$ cat src/rtl/rb_write_scheduler.sv
// rb_write_scheduler: orders writeback FIFO writes and pointer-register flush sweeps onto the single RB write port
module rb_write_scheduler #(
  parameter int FIFO_DEPTH = 4,
  parameter int RB_ENTRIES = 16,
  parameter int DATA_W     = 32
) (
  input  logic                          ClockIn,
  input  logic                          ResetIn,
  input  logic                          WbWrEnIn,
  input  logic                          WbWrValidIn,
  input  logic [$clog2(RB_ENTRIES)-1:0] WbWrIdxIn,
  input  logic [1:0]                    WbPtrRegIdIn,
  input  logic [DATA_W-1:0]             WbWrDataIn,
  output logic                          WbReadyOut,
  output logic                          StallOut,
  input  logic                          FlushReqIn,
  input  logic [1:0]                    FlushPtrRegIdIn,
  output logic                          FlushBusyOut,
  output logic                          FlushAckOut,
  output logic                          RbWrEnOut,
  input  logic                          RbPortReadyIn,
  output logic                          RbWrValidOut,
  output logic [$clog2(RB_ENTRIES)-1:0] RbWrIdxOut,
  output logic [1:0]                    RbPtrRegIdOut,
  output logic [DATA_W-1:0]             RbWrDataOut
);
  localparam int IW = $clog2(RB_ENTRIES);
  localparam int PW = $clog2(FIFO_DEPTH);
  localparam int CW = PW + 1;
  localparam int EW = 1 + IW + 2 + DATA_W;
  typedef enum logic [1:0] {IDLE, DRAIN, FLUSH} state_t;
  logic [EW-1:0] mem_q [FIFO_DEPTH];
  logic [PW-1:0] wr_ptr_q, rd_ptr_q, nxt_ptr;
  logic [CW-1:0] count_q, count_d, avail, drain_q, drain_d;
  state_t        state_q, state_d;
  logic [IW-1:0] sweep_q, sweep_d;
  logic [1:0]    flush_id_q, flush_id_d;
  logic          ack_q, ack_d;
  logic          rb_en_q, rb_en_d;
  logic [EW-1:0] rb_q, rb_d;
  logic          enq, hs, deq, free, fifo_ok;
  // The presented FIFO write stays at the head until its handshake, so count includes it
  assign WbReadyOut    = !ResetIn && (count_q != CW'(FIFO_DEPTH));
  assign StallOut      = WbWrEnIn & ~WbReadyOut;
  assign enq           = WbWrEnIn & WbReadyOut;
  assign hs            = rb_en_q & RbPortReadyIn;
  assign deq           = hs & (state_q != FLUSH);
  assign avail         = count_q - CW'(deq);
  assign nxt_ptr       = rd_ptr_q + PW'(deq);
  assign free          = !rb_en_q | hs;
  assign count_d       = count_q + CW'(enq) - CW'(deq);
  assign RbWrEnOut     = rb_en_q;
  assign {RbWrValidOut, RbWrIdxOut, RbPtrRegIdOut, RbWrDataOut} = rb_q;
  assign FlushBusyOut  = state_q != IDLE;
  assign FlushAckOut   = ack_q;
  // Next state: flush sampled only in IDLE; drain the entries queued before it, then sweep every index
  always_comb begin
    state_d    = state_q;
    drain_d    = drain_q;
    sweep_d    = sweep_q;
    flush_id_d = flush_id_q;
    ack_d      = 1'b0;
    case (state_q)
      IDLE: if (FlushReqIn) begin
        flush_id_d = FlushPtrRegIdIn;
        drain_d    = avail;
        sweep_d    = '0;
        state_d    = (avail != '0) ? DRAIN : FLUSH;
      end
      DRAIN: if (hs) begin
        drain_d = drain_q - CW'(1);
        state_d = (drain_d == '0) ? FLUSH : DRAIN;
      end
      FLUSH: if (hs) begin
        sweep_d = sweep_q + IW'(1);
        state_d = (sweep_q == IW'(RB_ENTRIES - 1)) ? IDLE : FLUSH;
        ack_d   = sweep_q == IW'(RB_ENTRIES - 1);
      end
      default: state_d = IDLE;
    endcase
  end
  // Output register: load an invalidate on entering/advancing the sweep, else the next eligible FIFO entry
  always_comb begin
    rb_en_d = rb_en_q;
    rb_d    = rb_q;
    fifo_ok = (state_q == IDLE) ? (avail != '0) : (drain_d != '0);
    if (state_d == FLUSH && (state_q != FLUSH || hs)) begin
      rb_en_d = 1'b1;
      rb_d    = {1'b0, sweep_d, flush_id_d, {DATA_W{1'b0}}};
    end else if (state_q == FLUSH) begin
      rb_en_d = rb_en_q & ~hs;
    end else if (free) begin
      rb_en_d = fifo_ok;
      rb_d    = fifo_ok ? mem_q[nxt_ptr] : rb_q;
    end
  end
  // FIFO storage needs no reset; only accepted writes land
  always_ff @(posedge ClockIn)
    if (enq) mem_q[wr_ptr_q] <= {WbWrValidIn, WbWrIdxIn, WbPtrRegIdIn, WbWrDataIn};
  // State register; reset aborts any flush silently
  always_ff @(posedge ClockIn) begin
    if (ResetIn) begin
      wr_ptr_q   <= '0;
      rd_ptr_q   <= '0;
      count_q    <= '0;
      state_q    <= IDLE;
      drain_q    <= '0;
      sweep_q    <= '0;
      flush_id_q <= '0;
      ack_q      <= 1'b0;
      rb_en_q    <= 1'b0;
      rb_q       <= '0;
    end else begin
      wr_ptr_q   <= wr_ptr_q + PW'(enq);
      rd_ptr_q   <= nxt_ptr;
      count_q    <= count_d;
      state_q    <= state_d;
      drain_q    <= drain_d;
      sweep_q    <= sweep_d;
      flush_id_q <= flush_id_d;
      ack_q      <= ack_d;
      rb_en_q    <= rb_en_d;
      rb_q       <= rb_d;
    end
  end
endmodule

$ cat config.mk
export PLATFORM = sky130hd
export DESIGN_NAME = rb_write_scheduler
export DESIGN_NICKNAME = d
export VERILOG_FILES = /design/src/rtl/rb_write_scheduler.sv
export SDC_FILE = /design/constraint.sdc
export NUM_CORES = 1
export LEC_CHECK = 0
export ABC_AREA = 1
export CELL_PAD_IN_SITES_DETAIL_PLACEMENT = 2
export CELL_PAD_IN_SITES_GLOBAL_PLACEMENT = 2
export CORE_MARGIN = 4
export CORE_UTILIZATION = 35
export CTS_CLUSTER_DIAMETER = 50
export DETAILED_ROUTE_END_ITERATION = 8
export PLACE_DENSITY_LB_ADDON = 0.12
export SLEW_MARGIN = 20
export SYNTH_ARGS = -nofsm -noshare
export SYNTH_HDL_FRONTEND = slang
export SYNTH_SLANG_ARGS = --single-unit
$ cat constraint.sdc
create_clock -name ClockIn -period 11.53 [get_ports ClockIn]
set_input_delay 1.153 -clock ClockIn [delete_from_list [all_inputs] [get_ports ClockIn]]
set_output_delay 1.153 -clock ClockIn [all_outputs]
set_load 0.02 [all_outputs]
==> run_results.csv, run 1 <==
group,metric,value,unit
clock_network,cts_buffers,27,
logic_synthesis,synth_cell_type_count,41,
clock_network,cts-root-buf,"clkbuf_16",
clock_network,clkLatencyLatePin,520,ps
logic_synthesis,synth_area,0.00897,mm2
logic_synthesis,yosys.area_share.simple,0.0743,
logic_synthesis,yosys.area.top_type_share,0.522,
worst_setup_path,cp.required,10380,ps
global_routing,grt_pass1_wl,33400,um
timing,tightest_slew,1060,ps
logic_synthesis,synth_top_area_cell,"edfxtp_1",
clock_network,cts_setup_buffers,0,
route,drt-total-wl,20700,um
logic_synthesis,ys_seq_area_frac,0.654,
min_path,hold_path.startpoint,"rb_q[17]$_SDFFE_PP0P_",
timing,fmax,212,MHz
placement,dp.final_hpwl,13100,um
global_routing,grt_pass1_vias,6016,
timing,finClkSkew,18.6,ps
placement,dp.cells,1060,
route,dr.pass1.iters,4,
die,die_area,0.0283,mm2
route,avgViaCountPerCell,4.79,
pwr,finalPower,2.92,mW
logic_synthesis,synth_warnings,0,
finish,synthToLayoutAreaGrowth,23.3,%
pwr,switchingPower,1.11,mW
worst_setup_path,worstSetupStartpointType,"input port",
logic_synthesis,async_reset_ff_frac,0,
timing,slew_viol_final,0,
pwr,p_leak,4.08,nW
timing,fin_crit_sh,0.409,
global_routing,grt_max_degree,65,
logic_synthesis,synth_most_common_cell,"edfxtp_1",
finish,final_cells,1110,
pwr,power_density,264,mW/mm2
clock_network,ctsLongestPathBuffers,3,
clock_network,postCtsHoldBufs,0,
pwr,pwr-share-comb,0.395,
logic_synthesis,synth_mux_area_frac,0.119,
run,maxCapViolCount,0,
placement,port_buffers,89,
placement,dp_worst_setup_slack,6640,ps
finish,finalNetCount,813,
clock_network,cts_tree,"yes",
worst_setup_path,critPathLaunch,"ResetIn",
finish,n_fill_cell,2455,
min_path,min_path_type,"flop to flop",
global_routing,antenna_found_initial,1,
worst_setup_path,cp-end-kind,"output pin",
timing,fin_setup_tns,0,ps
die,initial_utilization,0.356,
worst_setup_path,cp.arrival,3560,ps
worst_setup_path,reg2reg_from,"state_q[1]$_SDFF_PP0_",
die,row_count,58,
finish,multi_input_area,0.00266,mm2
route,drtIter0Drc,236,
route,vias,5319,
logic_synthesis,synth_edf_count,156,
timing,slew_headroom,0.294,
pwr,intPower,1.81,mW
die,core_area,0.0252,mm2
pwr,ir_drop,0.178,mV
finish,diodes,0,
logic_synthesis,synth_commonest_cells,"edfxtp_1, mux2i_1, inv_1, dfxtp_1, nand2_1",
timing,finalSetupViolations,0,
route,ant_nets,0,
logic_synthesis,synthFlopType,"edfxtp_1",
die,ioPinCount,90,
global_routing,grt_overflow,0,
clock_network,post_cts_resized,0,
global_routing,grt_usage,0.147,
clock_network,numClockSinks,215,
logic_synthesis,synth_adder_area_share,0.0120,
placement,globalplace.congestion,0.735,
finish,seqCellArea,0.00587,mm2
clock_network,h-tree-depth,1,
timing,period_minus_slack,4710,ps
logic_synthesis,synth_top_family_by_area,"multiplexers",
pwr,p_seq_frac,0.330,
outcome,status,"completed",
finish,layout-drive-gt1-share,0.195,
route,wire_per_inst,18.7,um
die,die_h,168,um
logic_synthesis,synthXorXnorAreaFrac,0.00279,
route,route.detailed.drc,0,
logic_synthesis,synth_cells,659,
timing,hold_viol,0,
worst_setup_path,path_max_fanout,15,
pwr,pwr-share-clk,0.275,
logic_synthesis,synth_compound_area_frac,0.0826,
worst_setup_path,worst-setup-path-type,"input port to output pin",
die,die_w,168,um
timing,setup_slack,6820,ps
logic_synthesis,yosys-top-cells-area,"edfxtp_1, dfxtp_1, mux2i_1, inv_1, a21oi_2",
logic_synthesis,avgSynthCellArea,13.6,um2
timing,rsz0062_at_grt,"false",
logic_synthesis,synth_seq_cells,215,
pwr,sw_frac_of_total,0.379,
clock_network,clkSlewWorstSetupHoldPaths,50,ps
logic_synthesis,synth_nets,713,
-- cells in the final DEF (no fill, tap or decap), drive strengths merged, types with 3 or more instances in the layout --
master         netlist  layout
a21oi               38      38
dfxtp               59      59
buf                 21       7
ha                   7       7
clkinvlp             0       3
mux2i              107     107
nand3               32      32
edfxtp             156     156
nor3                 6       6
inv                 82      84
nand2               48      48
nor2                24      24
clkinv               0      11
or2                 10      10
clkdlybuf4s50        0      89
o21ai               47      47
o211ai               7       7
clkbuf               4      32
-- sequential cells by signal, summed over array words and instances, names as in the netlist --
| signal | count |
|---|---|
| mem_q | 156 |
| state_q | 2 |
| flush_id_q | 2 |
| drain_q | 3 |
| rb_q | 39 |
| RbWrEnOut | 1 |
| rd_ptr_q | 2 |
| count_q | 3 |
| sweep_q | 4 |
| FlushAckOut | 1 |
| wr_ptr_q | 2 |
-- worst paths after layout --
path	depth (start not counted)	end	slack, ps
setup / recovery	6	StallOut	6820
hold / removal	2	rb_q[17]$_SDFFE_PP0P_	450
setup reg to reg	13	rb_q[37]$_SDFFE_PP0P_	7970
hold reg to reg	2	rb_q[17]$_SDFFE_PP0P_	450
-- final cells by class --
cell class | instances | share of cell area
clock buffers | 32 | 0.0637
clock inverters | 18 | 0.0147
inverters | 82 | 0.0283
multi-input cells | 337 | 0.240
flip-flops and latches | 215 | 0.530
well taps | 330 | 0.0373
repair buffers | 96 | 0.0853
-- power groups by stage --
stage          logic (mW)  registers [mW]  clock network [mW]
2_1_floorplan       0.866            1.02                   0
3_3_place_gp         1.14           0.977                   0
3_5_place_dp         1.18           0.982                   0
4_1_cts              1.19           0.967               0.828
5_1_grt              1.28           0.975               0.869
6_report             1.15           0.964               0.802
-- cell families (layout without fill, tap and decap cells) --
family          Yosys count  after routing
xor+xnor                  2              2
buf+inv                 107            228
mux                     107            107
simple gates            123            123
flops                   215            215
fa+ha+maj                 8              8
compound gates           97             97
-- worst max-delay path, stage by stage --
cell	delay (ps)
clkdlybuf4s50_1	950
inv_1	440
o21ai_0	220
inv_1	90
nor2_1	90
clkdlybuf4s50_1	610
-- metal layers --
layer | vias to the layer above | global-route usage | wire length, um
li1 | 2537 | - | -
met1 | 2655 | 0.185 | 9130
met2 | 96 | 0.263 | 10400
met3 | 29 | 0.0275 | 808
met4 | 2 | 0.0325 | 376
met5 | - | 0 | 12
-- stage by stage --
step / util / hold slack, ps / cell area, um2
4_1_cts: 0.439 / 454 / 11100
2_1_floorplan: - / 453 / 8970
3_3_place_gp: 0.405 / 438 / 10200
6_report: 0.439 / 448 / 11100
5_1_grt: 0.439 / 470 / 11100
3_5_place_dp: 0.405 / 444 / 10200
Power figures use the tool's default switching activity.
==> run 2: changes to the inputs <==
==> constraint.sdc (replaced) <==
create_clock -name ClockIn -period 4.6 [get_ports ClockIn]
set_input_delay 0.46 -clock ClockIn [delete_from_list [all_inputs] [get_ports ClockIn]]
set_output_delay 0.46 -clock ClockIn [all_outputs]
set_load 0.02 [all_outputs]
==> run_results.csv, run 2 (synthesis results as in run 1) <==
group,metric,value,unit
global_routing,grt_overflow,0,
finish,diodes,0,
run,maxCapViolCount,0,
pwr,ir_drop,0.483,mV
route,drtIter0Drc,237,
finish,largest_register_ffs,156,
die,die_w,168,um
worst_setup_path,worstSetupStartpointType,"flop",
clock_network,clkLatencyLatePin,530,ps
die,die_area,0.0283,mm2
worst_setup_path,path_max_fanout,25,
route,wire_per_inst,19.1,um
global_routing,antenna_found_initial,0,
finish,final_area,0.0112,mm2
timing,finalSetupViolations,0,
route,drt-total-wl,21300,um
global_routing,grt_max_degree,40,
clock_network,postCtsHoldBufs,0,
die,ioPinCount,90,
global_routing,grt_pass1_wl,33700,um
clock_network,clkSlewWorstSetupHoldPaths,60,ps
worst_setup_path,cp.required,5080,ps
die,die_h,168,um
finish,synthToLayoutAreaGrowth,24.8,%
finish,final_common_cell,"edfxtp_1",
timing,slew_headroom,0.348,
worst_setup_path,cp-end-kind,"flop",
clock_network,numClockSinks,215,
clock_network,cts-root-buf,"clkbuf_16",
route,vias,5406,
placement,dp.final_hpwl,13500,um
worst_setup_path,critPathLaunch,"state_q[1]$_SDFF_PP0_",
finish,finalNetCount,818,
route,ant_nets,0,
worst_setup_path,reg2reg_from,"state_q[1]$_SDFF_PP0_",
clock_network,cts_tree,"yes",
finish,largest-register,"mem_q",
clock_network,ctsLongestPathBuffers,3,
worst_setup_path,cp.arrival,3650,ps
timing,finClkSkew,12.0,ps
pwr,power_density,677,mW/mm2
placement,globalplace.congestion,0.748,
route,avgViaCountPerCell,4.84,
die,core_area,0.0252,mm2
die,row_count,58,
timing,hold_viol,0,
pwr,p_leak,4.14,nW
clock_network,h-tree-depth,1,
timing,rsz0062_at_grt,"false",
clock_network,cts_buffers,28,
global_routing,grt_pass1_vias,6038,
placement,postPlaceCellArea,0.0102,mm2
min_path,min_path_type,"flop to flop",
finish,reg_top3,"mem_q x156, rb_q x39, sweep_q x4",
route,route.detailed.drc,0,
finish,layout-drive-gt1-share,0.206,
timing,slew_viol_final,0,
timing,period_minus_slack,3170,ps
worst_setup_path,worst-setup-path-type,"flop to flop",
route,dr.pass1.iters,4,
timing,tightest_slew,978,ps
timing,fin_crit_sh,0.689,
min_path,hold_path.startpoint,"rb_q[5]$_SDFFE_PP0P_",
die,initial_utilization,0.356,
clock_network,post_cts_resized,0,
placement,port_buffers,89,
outcome,status,"completed",
finish,final_cell_mix,"edfxtp_1, mux2i_1, clkdlybuf4s50_1",
clock_network,cts_setup_buffers,0,
finish,n_fill_cell,2489,
timing,fin_setup_tns,0,ps
global_routing,grt_usage,0.149,
timing,fmax,316,MHz
[run 2: cell type report]
class	instances	area, um2	area share
Clock buffer	33	739	0.0661
Clock inverter	19	219	0.0196
Inverter	82	313	0.0280
Multi-Input combinational cell	337	2660	0.237
Sequential cell	215	5870	0.524
Tap cell	330	413	0.0369
Timing Repair Buffer	100	986	0.0881
[run 2: metrics by stage]
step	worst slack [ps]	power [mW]	std cells	hold slack (ps)	utilization
6_report	1430	7.58	1116	448	0.444
5_1_grt	1170	8.05	1116	471	0.444
4_1_cts	1340	7.73	1116	453	0.444
3_5_place_dp	983	5.48	1064	442	0.406
3_3_place_gp	1070	5.38	1064	436	0.406
2_1_floorplan	535	4.72	659	453	-
[run 2: worst max-delay path, cell delays in order, from the launching register on]
cell,delay (ps)
dfxtp_1,470
nand2_2,170
nand2_2,130
inv_1,90
ha_4,190
xnor2_4,780
buf_4,550
o211ai_1,180
o21ai_0,160
nand3_1,120
nand3_1,130
nand2_1,70
inv_1,70
[run 2: final timing paths]
check | to | slack [ps] | cells past startpoint
hold / removal | rb_q[5]$_SDFFE_PP0P_ | 450 | 2
hold reg to reg | rb_q[5]$_SDFFE_PP0P_ | 450 | 2
setup / recovery | rb_q[37]$_SDFFE_PP0P_ | 1430 | 12
setup reg to reg | rb_q[37]$_SDFFE_PP0P_ | 1430 | 12
[run 2: layer usage]
metal	up-vias	part of all wire	wire, um	track usage
li1	2544	-	-	-
met5	-	0	0	0
met2	104	0.49	10500	0.259
met1	2724	0.45	9480	0.194
met3	34	0.041	873	0.0303
met4	0	0.019	410	0.0328
[run 2: power breakdown]
part	switching, mW	internal [mW]
clock network	0.857	1.34
logic	1.88	1.07
registers	0.121	2.30
total	2.86	4.71
==> run 3: changes to the inputs <==
==> constraint.sdc (replaced) <==
create_clock -name ClockIn -period 3.2 [get_ports ClockIn]
set_input_delay 0.32 -clock ClockIn [delete_from_list [all_inputs] [get_ports ClockIn]]
set_output_delay 0.32 -clock ClockIn [all_outputs]
set_load 0.02 [all_outputs]
==> run_results.csv, run 3 (synthesis results as in run 1) <==
group,metric,value,unit
clock_network,numClockSinks,215,
pwr,finalPower,11.2,mW
timing,slew_viol_final,0,
worst_setup_path,worstRegToRegCells,15,
worst_setup_path,crit_family,"simple AND/OR/NAND/NOR gates",
timing,rsz0062_at_grt,"false",
worst_setup_path,path_cells,"nand2_2 -> nand3_2 -> inv_1 -> ha_1 -> inv_1 -> nand2_1 -> nand2_1 -> nor2_1 -> nand4_4 -> nand3_2 -> nand2_4 -> inv_4 -> nor2_8 -> o21ai_1 -> a21oi_1",
worst_setup_path,reg2reg_from,"state_q[1]$_SDFF_PP0_",
placement,dp.final_hpwl,13900,um
clock_network,clkLatencyLatePin,540,ps
worst_setup_path,r2r_slack,500,ps
die,die_w,168,um
route,route.detailed.drc,0,
worst_setup_path,cp-endpoint,"rb_q[9]$_SDFFE_PP0P_",
worst_setup_path,worstSetupStartpointType,"flop",
timing,tightest_slew,829,ps
route,wire_per_inst,18.8,um
die,die_area,0.0283,mm2
route,dr.pass1.iters,4,
worst_setup_path,cpMaxStageDelayCell,"nor2_8",
global_routing,grt_pass1_vias,6225,
pwr,ir_drop,0.714,mV
finish,synthToLayoutAreaGrowth,27.0,%
route,avgViaCountPerCell,4.80,
die,die_h,168,um
finish,n_fill_cell,2419,
die,core_area,0.0252,mm2
pwr,p_leak,4.26,nW
die,row_count,58,
route,vias,5405,
clock_network,h-tree-depth,1,
route,drtIter0Drc,235,
clock_network,postCtsHoldBufs,0,
global_routing,grt_usage,0.151,
timing,finClkSkew,17.0,ps
timing,hold_viol,0,
timing,slew_headroom,0.447,
clock_network,cts_setup_buffers,0,
placement,port_buffers,89,
timing,fin_setup_tns,0,ps
timing,fmax,370,MHz
outcome,status,"completed",
finish,final_common_cell,"edfxtp_1",
run,maxCapViolCount,0,
die,initial_utilization,0.356,
worst_setup_path,critPathLaunch,"state_q[1]$_SDFF_PP0_",
worst_setup_path,rr_endpoint,"rb_q[9]$_SDFFE_PP0P_",
finish,reg_top3,"mem_q x156, rb_q x39, sweep_q x4",
clock_network,clkSlewWorstSetupHoldPaths,60,ps
min_path,min_path_type,"input port to flop",
worst_setup_path,path_max_fanout,33,
worst_setup_path,cp.required,3670,ps
placement,globalplace.congestion,0.759,
finish,largest-register,"mem_q",
worst_setup_path,path_buf_inv,3,
finish,final_cell_mix,"edfxtp_1, mux2i_1, clkdlybuf4s50_1",
timing,period_minus_slack,2700,ps
pwr,power_density,984,mW/mm2
placement,postPlaceCellArea,0.0103,mm2
route,ant_nets,0,
worst_setup_path,cp_num_cells,15,
global_routing,antenna_found_initial,1,
worst_setup_path,cp.arrival,3180,ps
route,drt-total-wl,21200,um
global_routing,grt_max_degree,40,
global_routing,grt_overflow,0,
clock_network,cts-root-buf,"clkbuf_16",
timing,finalSetupViolations,0,
clock_network,post_cts_resized,0,
global_routing,grt_pass1_wl,34400,um
die,ioPinCount,90,
finish,largest_register_ffs,156,
clock_network,cts_buffers,30,
finish,diodes,0,
finish,final_area,0.0114,mm2
finish,layout-drive-gt1-share,0.218,
worst_setup_path,cpPeakStageDelay,620,ps
timing,fin_crit_sh,0.845,
clock_network,ctsLongestPathBuffers,3,
finish,finalNetCount,827,
worst_setup_path,worst-setup-path-type,"flop to flop",
worst_setup_path,cp-end-kind,"flop",
clock_network,cts_tree,"yes",
timing,fin_hold_ws,413,ps
## run 3: worst min-delay path by stage
stage / from / to / cells after the start
4_1_cts: WbWrDataIn[28] / mem_q[1][28]$_DFFE_PP_ / 1
5_1_grt: WbWrIdxIn[1] / mem_q[0][35]$_DFFE_PP_ / 1
6_report: WbWrDataIn[28] / mem_q[1][28]$_DFFE_PP_ / 1
2_1_floorplan: ResetIn / state_q[1]$_SDFF_PP0_ / 1
3_3_place_gp: rb_q[25]$_SDFFE_PP0P_ / rb_q[25]$_SDFFE_PP0P_ / 2
3_5_place_dp: rb_q[25]$_SDFFE_PP0P_ / rb_q[25]$_SDFFE_PP0P_ / 2
## run 3: routing by layer
metal / up-vias / GRT usage / wire length (um)
met4: 2 / 0.0335 / 344
met5: - / 0 / 12
met3: 30 / 0.0303 / 990
met1: 2717 / 0.190 / 9220
met2: 96 / 0.267 / 10600
li1: 2560 / - / -
## run 3: metrics by stage
| stage | util | setup WS [ps] | std cells |
|---|---|---|---|
| floorplan | - | -792 | 659 |
| global placement | 0.411 | 201 | 1071 |
| detailed placement | 0.411 | 24.6 | 1071 |
| CTS | 0.452 | 446 | 1127 |
| global route | 0.452 | 217 | 1127 |
| finish | 0.452 | 497 | 1127 |
## run 3: area by class of cell
| class | count | area [um2] | share of cell area |
|---|---|---|---|
| Clock buffer | 30 | 751 | 0.0659 |
| Timing Repair Buffer | 107 | 1100 | 0.0967 |
| Tap cell | 330 | 413 | 0.0363 |
| Clock inverter | 26 | 290 | 0.0255 |
| Multi-Input combinational cell | 337 | 2660 | 0.233 |
| Sequential cell | 215 | 5870 | 0.515 |
| Inverter | 82 | 313 | 0.0275 |
## run 3: power breakdown
group	internal (mW)	switching [mW]
registers	3.31	0.171
logic	1.66	2.69
clock network	2.07	1.29
total	7.05	4.16
## run 3: worst register-to-register path, delay by kind of cell (launching register included)
kind	cells	cell delay, ps
adder cells (fa/ha/maj)	1	190
AND/OR/NAND/NOR	9	1460
buffers and inverters	3	160
AO/OA/AOI/OAI	2	360
flip-flops	1	470
